**src/rtl/voice_allocator.sv**
```systemverilog
// Shares NVOICE tone-generator voices among the 12 note keys by scanning one key per cycle.
// Define VOICE_STEAL_EN to steal the oldest voice when all are busy; otherwise a blocked press pulses drop.
module voice_allocator #(
  parameter int unsigned NVOICE = 4,
  parameter int unsigned DW     = 18
) (
  input  logic                   clk,
  input  logic                   nrst,
  input  logic [11:0]            keys,
  input  logic [12*DW-1:0]       div_flat,
  output logic [NVOICE-1:0]      voice_en,
  output logic [NVOICE*4-1:0]    voice_key,
  output logic [NVOICE*DW-1:0]   voice_div,
  output logic                   drop
);

  localparam int unsigned AW       = (NVOICE > 1) ? $clog2(NVOICE) : 1;
  localparam int unsigned VW       = (NVOICE > 1) ? $clog2(NVOICE) : 1;
  localparam int unsigned LAST_KEY = 11;
  localparam logic [AW-1:0] AMAX   = AW'(NVOICE - 1);

  logic [3:0]        scan_r, scan_n;
  logic [NVOICE-1:0] en_r, en_n;
  logic [3:0]        key_r [NVOICE];
  logic [3:0]        key_n [NVOICE];
  logic [AW-1:0]     age_r [NVOICE];
  logic [AW-1:0]     age_n [NVOICE];
  logic              drop_r, drop_n;

  logic [15:0]       keys_pad;
  logic              pressed;
  logic              hit;
  logic [VW-1:0]     hit_idx;
  logic [AW-1:0]     hit_age;
  logic              any_free;
  logic [VW-1:0]     free_idx;
`ifdef VOICE_STEAL_EN
  logic [VW-1:0]     old_idx;
`endif

  function automatic logic [AW-1:0] sat_inc(input logic [AW-1:0] a);
    return (a == AMAX) ? a : a + AW'(1);
  endfunction

  assign keys_pad = {4'b0000, keys};
  assign pressed  = keys_pad[scan_r];

  // Lookup of the voice bound to the scanned key, the lowest free voice and the oldest voice
  always_comb begin
    hit      = 1'b0;
    hit_idx  = '0;
    hit_age  = '0;
    any_free = 1'b0;
    free_idx = '0;
`ifdef VOICE_STEAL_EN
    old_idx  = '0;
`endif
    for (int v = NVOICE - 1; v >= 0; v--) begin
      if (!en_r[v]) begin
        any_free = 1'b1;
        free_idx = VW'(v);
      end
      if (en_r[v] && (key_r[v] == scan_r)) begin
        hit     = 1'b1;
        hit_idx = VW'(v);
        hit_age = age_r[v];
      end
`ifdef VOICE_STEAL_EN
      if (en_r[v] && (age_r[v] == AMAX)) old_idx = VW'(v);
`endif
    end
  end

  // Next-state for the key under scan: alloc, release, steal or drop
  always_comb begin
    scan_n = (scan_r == 4'(LAST_KEY)) ? 4'd0 : scan_r + 4'd1;
    en_n   = en_r;
    key_n  = key_r;
    age_n  = age_r;
    drop_n = 1'b0;
    if (pressed && !hit) begin
      if (any_free) begin
        for (int v = 0; v < NVOICE; v++) begin
          if (en_r[v]) age_n[v] = sat_inc(age_r[v]);
        end
        en_n[free_idx]  = 1'b1;
        key_n[free_idx] = scan_r;
        age_n[free_idx] = '0;
      end else begin
`ifdef VOICE_STEAL_EN
        for (int v = 0; v < NVOICE; v++) begin
          age_n[v] = sat_inc(age_r[v]);
        end
        key_n[old_idx] = scan_r;
        age_n[old_idx] = '0;
`else
        drop_n = 1'b1;
`endif
      end
    end else if (!pressed && hit) begin
      // Close the gap in the age ordering left by the released voice
      for (int v = 0; v < NVOICE; v++) begin
        if (en_r[v] && (age_r[v] > hit_age)) age_n[v] = age_r[v] - AW'(1);
      end
      en_n[hit_idx]  = 1'b0;
      age_n[hit_idx] = '0;
    end
  end

  always_ff @(posedge clk or negedge nrst) begin
    if (!nrst) begin
      scan_r <= '0;
      en_r   <= '0;
      drop_r <= 1'b0;
      for (int v = 0; v < NVOICE; v++) begin
        key_r[v] <= '0;
        age_r[v] <= '0;
      end
    end else begin
      scan_r <= scan_n;
      en_r   <= en_n;
      drop_r <= drop_n;
      for (int v = 0; v < NVOICE; v++) begin
        key_r[v] <= key_n[v];
        age_r[v] <= age_n[v];
      end
    end
  end

  // Divider table padded to 16 entries so the 4-bit key index is always in range
  logic [DW-1:0] div_arr [16];
  for (genvar k = 0; k < 16; k++) begin : g_div
    if (k < 12) begin : g_real
      assign div_arr[k] = div_flat[k*DW +: DW];
    end else begin : g_pad
      assign div_arr[k] = '0;
    end
  end

  // Divider routing follows div_flat combinationally so octave changes retune at once
  for (genvar v = 0; v < NVOICE; v++) begin : g_out
    assign voice_key[v*4 +: 4]   = key_r[v];
    assign voice_div[v*DW +: DW] = en_r[v] ? div_arr[key_r[v]] : '0;
  end

  assign voice_en = en_r;
  assign drop     = drop_r;

endmodule

```
**config.mk**
```make
export PLATFORM = sky130hd
export DESIGN_NAME = voice_allocator
export DESIGN_NICKNAME = d
export VERILOG_FILES = /design/src/rtl/voice_allocator.sv
export SDC_FILE = /design/constraint.sdc
export NUM_CORES = 1
export LEC_CHECK = 0
export CAP_MARGIN = 30
export CORE_MARGIN = 3
export CORE_UTILIZATION = 43
export DETAILED_ROUTE_END_ITERATION = 10
export GPL_ROUTABILITY_DRIVEN = 0
export PLACE_DENSITY = 0.75
export SETUP_SLACK_MARGIN = 0.2
export SYNTH_ARGS = -nofsm -noshare
export SYNTH_HDL_FRONTEND = slang
export SYNTH_SLANG_ARGS = --single-unit
```
**constraint.sdc**
```tcl
create_clock -name clk -period 2.3 [get_ports clk]
set_input_delay 0.23 -clock clk [delete_from_list [all_inputs] [get_ports clk]]
set_output_delay 0.23 -clock clk [all_outputs]
set_load 0.02 [all_outputs]
```
==> flow_summary.toml, run 1 <==
[timing]
rsz0062_at_grt = "yes"
hold_violations = 0
period_share = 1.08
period_needed_ns = 2.49
setup_viol = 71
finalClockSkew_ns = 0.00337
max-slew-margin-rel = 0.691
tightest_slew_ns = 0.463
final_max_slew_viol_count = 0
finalWorstSetupSlack_ns = -0.187
fmax_mhz = 402

[placed_design]
dp.cells = 1295
place_area_um2 = 12800
dpl.hpwl_um = 26700
port_buffers = 322

[floorplan]
rows = 51
die_h_um = 147
die_x_um = 147
die_area_um2 = 21700
coreArea_um2 = 19500
start_util = 0.440
io_pins = 323

[global_route]
antenna_found_initial = 3
grt_overflow = 0
first_global_vias = 9762
grt_pass1_wl_um = 57800
grt_max_degree = 29
track_usage = 0.348

[synth]
ys.flop_type = "dfrtp_1"
ys_ff_latch = 25
synth_edf_count = 0
postSynth.asyncResetShare = 1.00
synth_cell_types = 41
yosysTopAreaCell = "mux4_2"
syn_avg_cell_area_um2 = 12.2
netlist_area_um2 = 8600
yosysSeqAreaShare = 0.0727
synthesis.nets = 933
synthTopCellsByArea = "mux4_2 57%, mux2i_1 8.5%, dfrtp_1 7.3%, and2_1 5.2%, o22ai_1 5.2%"
synth_top_area_share = 0.571
syn_inst = 702
ys.warnings.count = 0

[clock_tree]
clkSinkCount = 25
postCtsHoldBufs = 0
cts_tree = "yes"
max-clock-path-buffers = 2
clockRootBuffer = "clkbuf_16"
clkTransAtPathRegs_ns = 0.07
cts_max_level = 1
clk-insertion-delay-late_ns = 0.27
numCtsBuffers = 3

[worst_setup_path]
critPathKind = "flip-flop to output port"
ff2ff_path_depth = 10
cpMostUsedCell = "buf_6"
required_ns = 2.07
rr_startpoint = "voice_key[8]"
crit_slowest_cell = "dfrtp_4"
r2r-end = "voice_key[8]"
max_stage_delay_ns = 0.51
timing.critical_path.max_delay_family = "multiplexers"
end_kind = "output port"
crit_buf_inv = 4
crit_chain = "buf_12, buf_6, buf_16, mux4_2, mux2i_1, o22ai_1, and2_1, buf_6"
start_kind = "flip-flop"
crit_fanout = 5
cp_data_arrival_time_ns = 2.26
rrSetupSlack_ns = -0.18

[route]
finalWirelength_um = 39400
drc = 0
ant_nets = 0
drtIter0Drc = 1112
routedWlPerCell_um = 28.4
drt-met1-wl_um = 13400
via_per_inst = 6.77
met2_length_um = 19400
first_pass_iters = 5
wl_met3_um = 4630
highest-signal-layer = "met5"
via_count = 9392

[status]
violations = "negative setup slack"
outcome = "finished, violations left"

[finish]
fin_nets = 1355
fillers = 1290
multi_input_area_um2 = 7510
area_growth_pct = 69.1
seqCellArea_um2 = 652
layout-drive-gt1-share = 0.514
fin_cells = 1388
final_area_um2 = 14500
diodes = 0

[flow_run]
max_cap_violations = 0

[min_path]
hold_path.class = "input port to async pin"

[power_and_ir_drop]
ir_worst_vdd_mv = 0.901
p_leak_uw = 0.00567
power_density_nw_per_um2 = 1590
[synth_stat cells (all sizes together), types with 2 or more instances]
| cell | instances |
|---|---|
| a21oi | 2 |
| a31oi | 2 |
| and2 | 72 |
| and3 | 5 |
| and4 | 2 |
| buf | 54 |
| clkbuf | 33 |
| dfrtp | 25 |
| inv | 74 |
| mux2 | 16 |
| mux2i | 73 |
| mux4 | 218 |
| nand2 | 2 |
| nand2b | 5 |
| nand3 | 6 |
| nand4b | 2 |
| nor3 | 7 |
| o21ai | 2 |
| o22ai | 72 |
| xnor2 | 5 |
| xor2 | 12 |
[layer usage]
metal | track usage | vias to the layer above
met1 | 0.448 | 4623
li1 | - | 3776
met3 | 0.0727 | 162
met2 | 0.581 | 825
met4 | 0.136 | 6
met5 | 0 | -
[report_power, final]
group / switching, µW / total, µW / internal (µW)
Clock: 177 / 412 / 235
Sequential: 326 / 965 / 639
Combinational: 9720 / 21800 / 12100
[worst register-to-register path: stages (launching register included)]
cell and delay (ns):
dfrtp_4 0.52, buf_12 0.15, buf_6 0.11, buf_12 0.14
buf_4 0.16, xnor2_2 0.15, nand3_1 0.19, nand4_4 0.19
nor4_4 0.26, buf_4 0.20, mux2_4 0.31
[cells by family (layout without fill, tap and decap cells)]
kind of cell	after synthesis	in the layout	synth area share
mux	307	307	0.680
buf+inv	161	582	0.0780
simple gates	105	105	0.0821
compound gates	86	86	0.0681
flops	25	25	0.0727
xor+xnor	17	17	0.0173
fa+ha+maj	1	1	0.00145
[sequential cells by signal (all words and copies together), names as in the netlist]
register   cells
drop           1
scan_r         4
voice_en       4
voice_key     16
[layout by cell type, fill, tap and decap left out, types with 5 or more instances in the layout]
cell type        Yosys  layout
o22ai_1             72      65
buf_6                3     107
nand3_1              6       6
buf_4                2      86
o22ai_2              0       7
dfrtp_1             25      12
buf_16               0      18
clkdlybuf4s50_1      0     248
mux4_2             218     218
xor2_1              12      10
buf_12               0      37
dfrtp_2              0       9
inv_1               74      58
mux2_4               8      16
and2_4               0      25
mux2i_1             73      69
clkbuf_16            0       5
inv_2                0      16
and2_1              72      47
[how the worst max path moves through the flow]
stage	start	cells past startpoint	endpoint	slack [ns]
after floorplan	voice_key[8]	6	voice_div[44]	0.21
after global placement	voice_key[0]	6	voice_div[6]	-0.15
after detailed placement	voice_key[12]	6	voice_div[55]	-0.18
after CTS	voice_key[0]	8	voice_div[12]	-0.11
after global routing	voice_key[0]	8	voice_div[12]	-0.23
final	voice_key[0]	8	voice_div[12]	-0.19
[area by class of cell]
class,instances,area share
multi-input cells,516,0.516
repair buffers,504,0.392
flip-flops and latches,25,0.0448
well taps,265,0.0228
inverters,74,0.0191
clock buffers,3,0.00516
clock inverters,1,0.000344
[per-stage QoR]
step,utilization,hold WS [ns],setup WS (ns),TNS (ns),power [µW]
2_1_floorplan,-,-0.0656,0.209,0,11700
3_3_place_gp,0.657,0.594,-0.153,-6.93,18300
4_1_cts,0.724,0.364,-0.114,-2.49,21700
3_5_place_dp,0.657,0.603,-0.182,-8.97,18500
5_1_grt,0.745,0.374,-0.231,-9.27,24100
6_report,0.745,0.345,-0.187,-4.93,23100
[timing repair]
item,4_1_cts,5_1_grt
pin swaps,87,45
setup endpoints to repair,92,93
gates cloned,16,2
hold endpoints to repair,0,0
resized for setup,488,88
buffers inserted,59,12
Note: power is estimated with default switching activity, not from simulation.
==> inputs of run 2 (changes only) <==
==> constraint.sdc (replaced) <==
create_clock -name clk -period 2.3 [get_ports clk]
set_input_delay 0.46 -clock clk [delete_from_list [all_inputs] [get_ports clk]]
set_output_delay 0.46 -clock clk [all_outputs]
set_load 0.02 [all_outputs]
==> flow_summary.toml, run 2 (synthesized netlist as in run 1, its figures left out) <==
[global_route]
track_usage = 0.354
antenna_found_initial = 0
grt_max_degree = 28
first_global_vias = 9803
grt_overflow = 0
grt_pass1_wl_um = 59100

[timing]
final_max_slew_viol_count = 0
period_needed_ns = 2.76
hold_violations = 0
finalWorstSetupSlack_ns = -0.461
period_share = 1.20
setup_viol = 91
fmax_mhz = 362
whs_ns = 0.581
tightest_slew_ns = 0.505
rsz0062_at_grt = "yes"
finalClockSkew_ns = 0.00222
max-slew-margin-rel = 0.663

[status]
outcome = "finished, violations left"
violations = "negative setup slack"

[clock_tree]
cts_tree = "yes"
max-clock-path-buffers = 2
cts_max_level = 1
postCtsHoldBufs = 0
clkTransAtPathRegs_ns = 0.06
clockRootBuffer = "clkbuf_16"
clk-insertion-delay-late_ns = 0.26
clkSinkCount = 25
numCtsBuffers = 3

[worst_setup_path]
cp_data_arrival_time_ns = 2.30
crit_buf_inv = 4
critPathKind = "flip-flop to output port"
max_stage_delay_ns = 0.51
end_kind = "output port"
crit_chain = "buf_12, buf_12, buf_8, mux4_2, mux2i_2, o22ai_1, and2_4, buf_6"
required_ns = 1.84
crit_fanout = 5
cpMostUsedCell = "buf_12"
timing.critical_path.max_delay_family = "multiplexers"
start_kind = "flip-flop"
crit_slowest_cell = "dfrtp_4"

[placed_design]
port_buffers = 322
dpl.hpwl_um = 27900
dp.cells = 1320
place_ws_ns = -0.702

[finish]
area_growth_pct = 76.4
diodes = 0
largest_reg_flops = 16
fillers = 1204
seqCellArea_um2 = 652
fin_nets = 1401
multi_input_area_um2 = 7690
fin_cells = 1434
final_cell_mix = "244 x clkdlybuf4s50_1, 218 x mux4_2, 118 x buf_6, 107 x buf_4, 72 x and2_4"
layout_commonest_cell = "clkdlybuf4s50_1"
layout-drive-gt1-share = 0.587

[floorplan]
start_util = 0.440
die_area_um2 = 21700
die_x_um = 147
rows = 51
die_h_um = 147
coreArea_um2 = 19500
io_pins = 323

[power_and_ir_drop]
p_leak_uw = 0.00604
ir_worst_vdd_mv = 1.00
power_density_nw_per_um2 = 1650

[route]
ant_nets = 0
via_per_inst = 6.70
first_pass_iters = 5
drc = 0
routedWlPerCell_um = 28.5
finalWirelength_um = 40800
via_count = 9610
drtIter0Drc = 843

[flow_run]
max_cap_violations = 0

[min_path]
hold_path.class = "input port to async pin"
[run 2: cell count changes in the layout (fill, tap and decap cells not counted), moves of 4 or more]
cell	delta
and2_1	-47
and2_4	+47
buf_12	+10
buf_16	-7
buf_4	+21
buf_6	+11
buf_8	+11
clkdlybuf4s50_1	-4
inv_1	-7
inv_2	+7
mux2i_1	-5
mux2i_2	+4
[run 2: worst paths after layout]
path | startpoint | end | slack [ns] | cells after the start
max in group asynchronous | nrst | voice_key[0] | 1.43 | 2
min in group clk | voice_key[10] | voice_key[10] | 0.67 | 1
min | nrst | scan_r[3] | 0.58 | 2
min reg2reg | voice_key[10] | voice_key[10] | 0.67 | 1
max | voice_key[0] | voice_div[7] | -0.46 | 8
max reg2reg | voice_key[0] | voice_key[12] | -0.30 | 13
[run 2: area by class of cell]
class,count,area share
clock buffers,4,0.00520
flip-flops and latches,25,0.0430
well taps,265,0.0219
multi-input cells,516,0.507
inverters,74,0.0183
repair buffers,550,0.405
[run 2: routing by layer]
layer,wire length (µm),global-route usage,up-vias
li1,-,-,3865
met1,14800,0.478,4811
met2,19700,0.578,794
met3,4400,0.0693,140
met4,1920,0.128,0
met5,0,0,-
[run 2: through the flow]
stage	area (µm²)	setup TNS, ns	total power (µW)	utilization
finish	15200	-26.56	25100	0.777
CTS	14700	-21.90	23600	0.753
global placement	13200	-40.65	19800	0.677
floorplan	9150	0	13400	-
global route	15200	-31.29	26000	0.777
detailed placement	13200	-42.21	20000	0.677
[run 2: worst register-to-register path: stages (launching register included)]
cell and delay (ns):
dfrtp_4 0.51, buf_12 0.15, buf_12 0.13, buf_8 0.13
buf_6 0.12, xor2_1 0.19, nor3_1 0.10, nand3_1 0.13
buf_6 0.12, nand4_4 0.14, buf_6 0.17, nor3_4 0.16
buf_4 0.15, mux2_4 0.29
[run 2: power by group]
part           switching [µW]  internal, µW
clock network             154           237
logic                   10300         13400
registers                 293           644
[run 2: timing repair]
action	4_1_cts	5_1_grt
setup buffers	76	22
gates cloned	10	2
pin swaps	46	40
resized for setup	526	72
setup endpoints to repair	95	97
==> inputs of run 3 (changes only) <==
Settings changed: CORE_ASPECT_RATIO set to 0.75, CTS_BUF_LIST set to sky130_fd_sc_hd__clkbuf_4.
Clock period 2.3 ns to 3.5 ns, I/O delays scaled along.
==> flow_summary.toml, run 3 (synthesized netlist as in run 1, its figures left out) <==
[finish]
area_growth_pct = 46.0
fin_cells = 1264
fillers = 1560
fin_nets = 1243
fin_util = 0.644
layout_commonest_cell = "clkdlybuf4s50_1"
largest_reg_flops = 16
layout-drive-gt1-share = 0.322
diodes = 0
final_cell_mix = "250 x clkdlybuf4s50_1, 218 x mux4_2, 74 x inv_1"

[route]
drc = 0
first_pass_iters = 5
drtIter0Drc = 927
via_count = 8407
routedWlPerCell_um = 27.4
finalWirelength_um = 34700
via_per_inst = 6.65
ant_nets = 0

[clock_tree]
clk-insertion-delay-late_ns = 0.34
clkSinkCount = 25
numCtsBuffers = 3
cts_tree = "yes"
postCtsHoldBufs = 0
clockRootBuffer = "clkbuf_4"
clkTransAtPathRegs_ns = 0.16
max-clock-path-buffers = 2
cts_max_level = 1

[placed_design]
dp.cells = 1240
place_ws_ns = -0.0244
port_buffers = 322
dpl.hpwl_um = 25100

[worst_setup_path]
timing.critical_path.max_delay_family = "multiplexers"
ff2ff_path_depth = 5
critPathKind = "input port to output port"
crit_fanout = 4
required_ns = 2.80
cp.depth = 6
cp_data_arrival_time_ns = 2.59
end_kind = "output port"
start_kind = "input port"
crit_chain = "clkdlybuf4s50_1, mux4_2, mux2i_1, o22ai_1, and2_1, clkdlybuf4s15_1"
max_stage_delay_ns = 0.52
crit_slowest_cell = "mux4_2"
crit_buf_inv = 2

[timing]
final_max_slew_viol_count = 0
period_needed_ns = 3.29
finalWorstSetupSlack_ns = 0.211
finalClockSkew_ns = 0.0196
period_share = 0.940
fmax_mhz = 304
rsz0062_at_grt = "no"
tightest_slew_ns = 1.09
setup_viol = 0
max-slew-margin-rel = 0.276
whs_ns = 0.646
hold_violations = 0

[power_and_ir_drop]
pwr-share-comb = 0.927
p_total_uw = 11700
clockPowerShare = 0.012
internal-power_uw = 5950
seq_power_share = 0.061
power_density_nw_per_um2 = 933
switching_share = 0.492
p_leak_uw = 0.00479
ir_worst_vdd_mv = 0.534
netSwitchingPower_uw = 5770

[global_route]
grt_pass1_wl_um = 51900
track_usage = 0.312
grt_max_degree = 31
grt_overflow = 0
grt.busiest_layer = "met2"
antenna_found_initial = 1
first_global_vias = 8739
met1_usage = 0.412
use_met3 = 0.0971
grt.met2_usage = 0.511

[floorplan]
coreArea_um2 = 19500
die_x_um = 169
die_h_um = 128
rows = 44
die_area_um2 = 21700
start_util = 0.441
io_pins = 323

[min_path]
hold_path.class = "input port to async pin"

[status]
outcome = "complete, no violations"

[flow_run]
max_cap_violations = 0
run 3: power groups by stage:
| stage | clock network [µW] | registers, µW | logic (µW) |
|---|---|---|---|
| finish | 136 | 716 | 10900 |
| global route | 151 | 735 | 11500 |
| CTS | 136 | 712 | 10900 |
| detailed placement | 0 | 957 | 10800 |
| global placement | 0 | 984 | 10600 |
| floorplan | 0 | 633 | 6960 |
run 3: worst reg2reg max path, cell delays in order, from the launching register on:
cell      delay (ns)
dfrtp_1         0.88
mux4_2          0.59
nand2b_4        0.17
a32o_1          0.27
nand4b_1        0.27
mux2_2          0.38
run 3: area by class of cell:
class                   instances  area (µm²)  area share
clock buffers                   3        22.5     0.00179
clock inverters                 1        5.00    0.000398
inverters                      74         278      0.0221
multi-input cells             516        7310       0.582
flip-flops and latches         25         658      0.0524
well taps                     253         317      0.0252
repair buffers                392        3970       0.316
run 3: worst paths after layout:
| check | start | slack [ns] | endpoint |
|---|---|---|---|
| worst min-delay path | nrst | 0.65 | voice_key[5] |
| worst max register to register | scan_r[0] | 0.84 | voice_key[4] |
| worst max-delay path | div_flat[130] | 0.21 | voice_div[58] |
| max in group asynchronous | nrst | 2.30 | voice_en[1] |
| min in group clk | voice_key[8] | 0.89 | voice_key[8] |
| worst min register to register | voice_key[8] | 0.89 | voice_key[8] |
run 3: what timing repair did:
action                     in CTS  in global routing
hold endpoints to repair        0                  0
setup endpoints to repair      72                  8
gates resized for setup        72                  8
buffers inserted               20                  0
run 3: metrics by stage:
stage	cell area [µm²]	TNS, ns
2_1_floorplan	8600	0
3_3_place_gp	12300	-0.0137
3_5_place_dp	12300	-0.0353
4_1_cts	12500	0
5_1_grt	12600	0
6_report	12600	0
run 3: per-layer routing:
| metal | share of wire | wire length (µm) | up-vias |
|---|---|---|---|
| met1 | 0.37 | 12800 | 4170 |
| met3 | 0.13 | 4470 | 76 |
| met2 | 0.47 | 16400 | 629 |
| met5 | 0.00043 | 15 | - |
| li1 | - | - | 3530 |
| met4 | 0.027 | 930 | 2 |
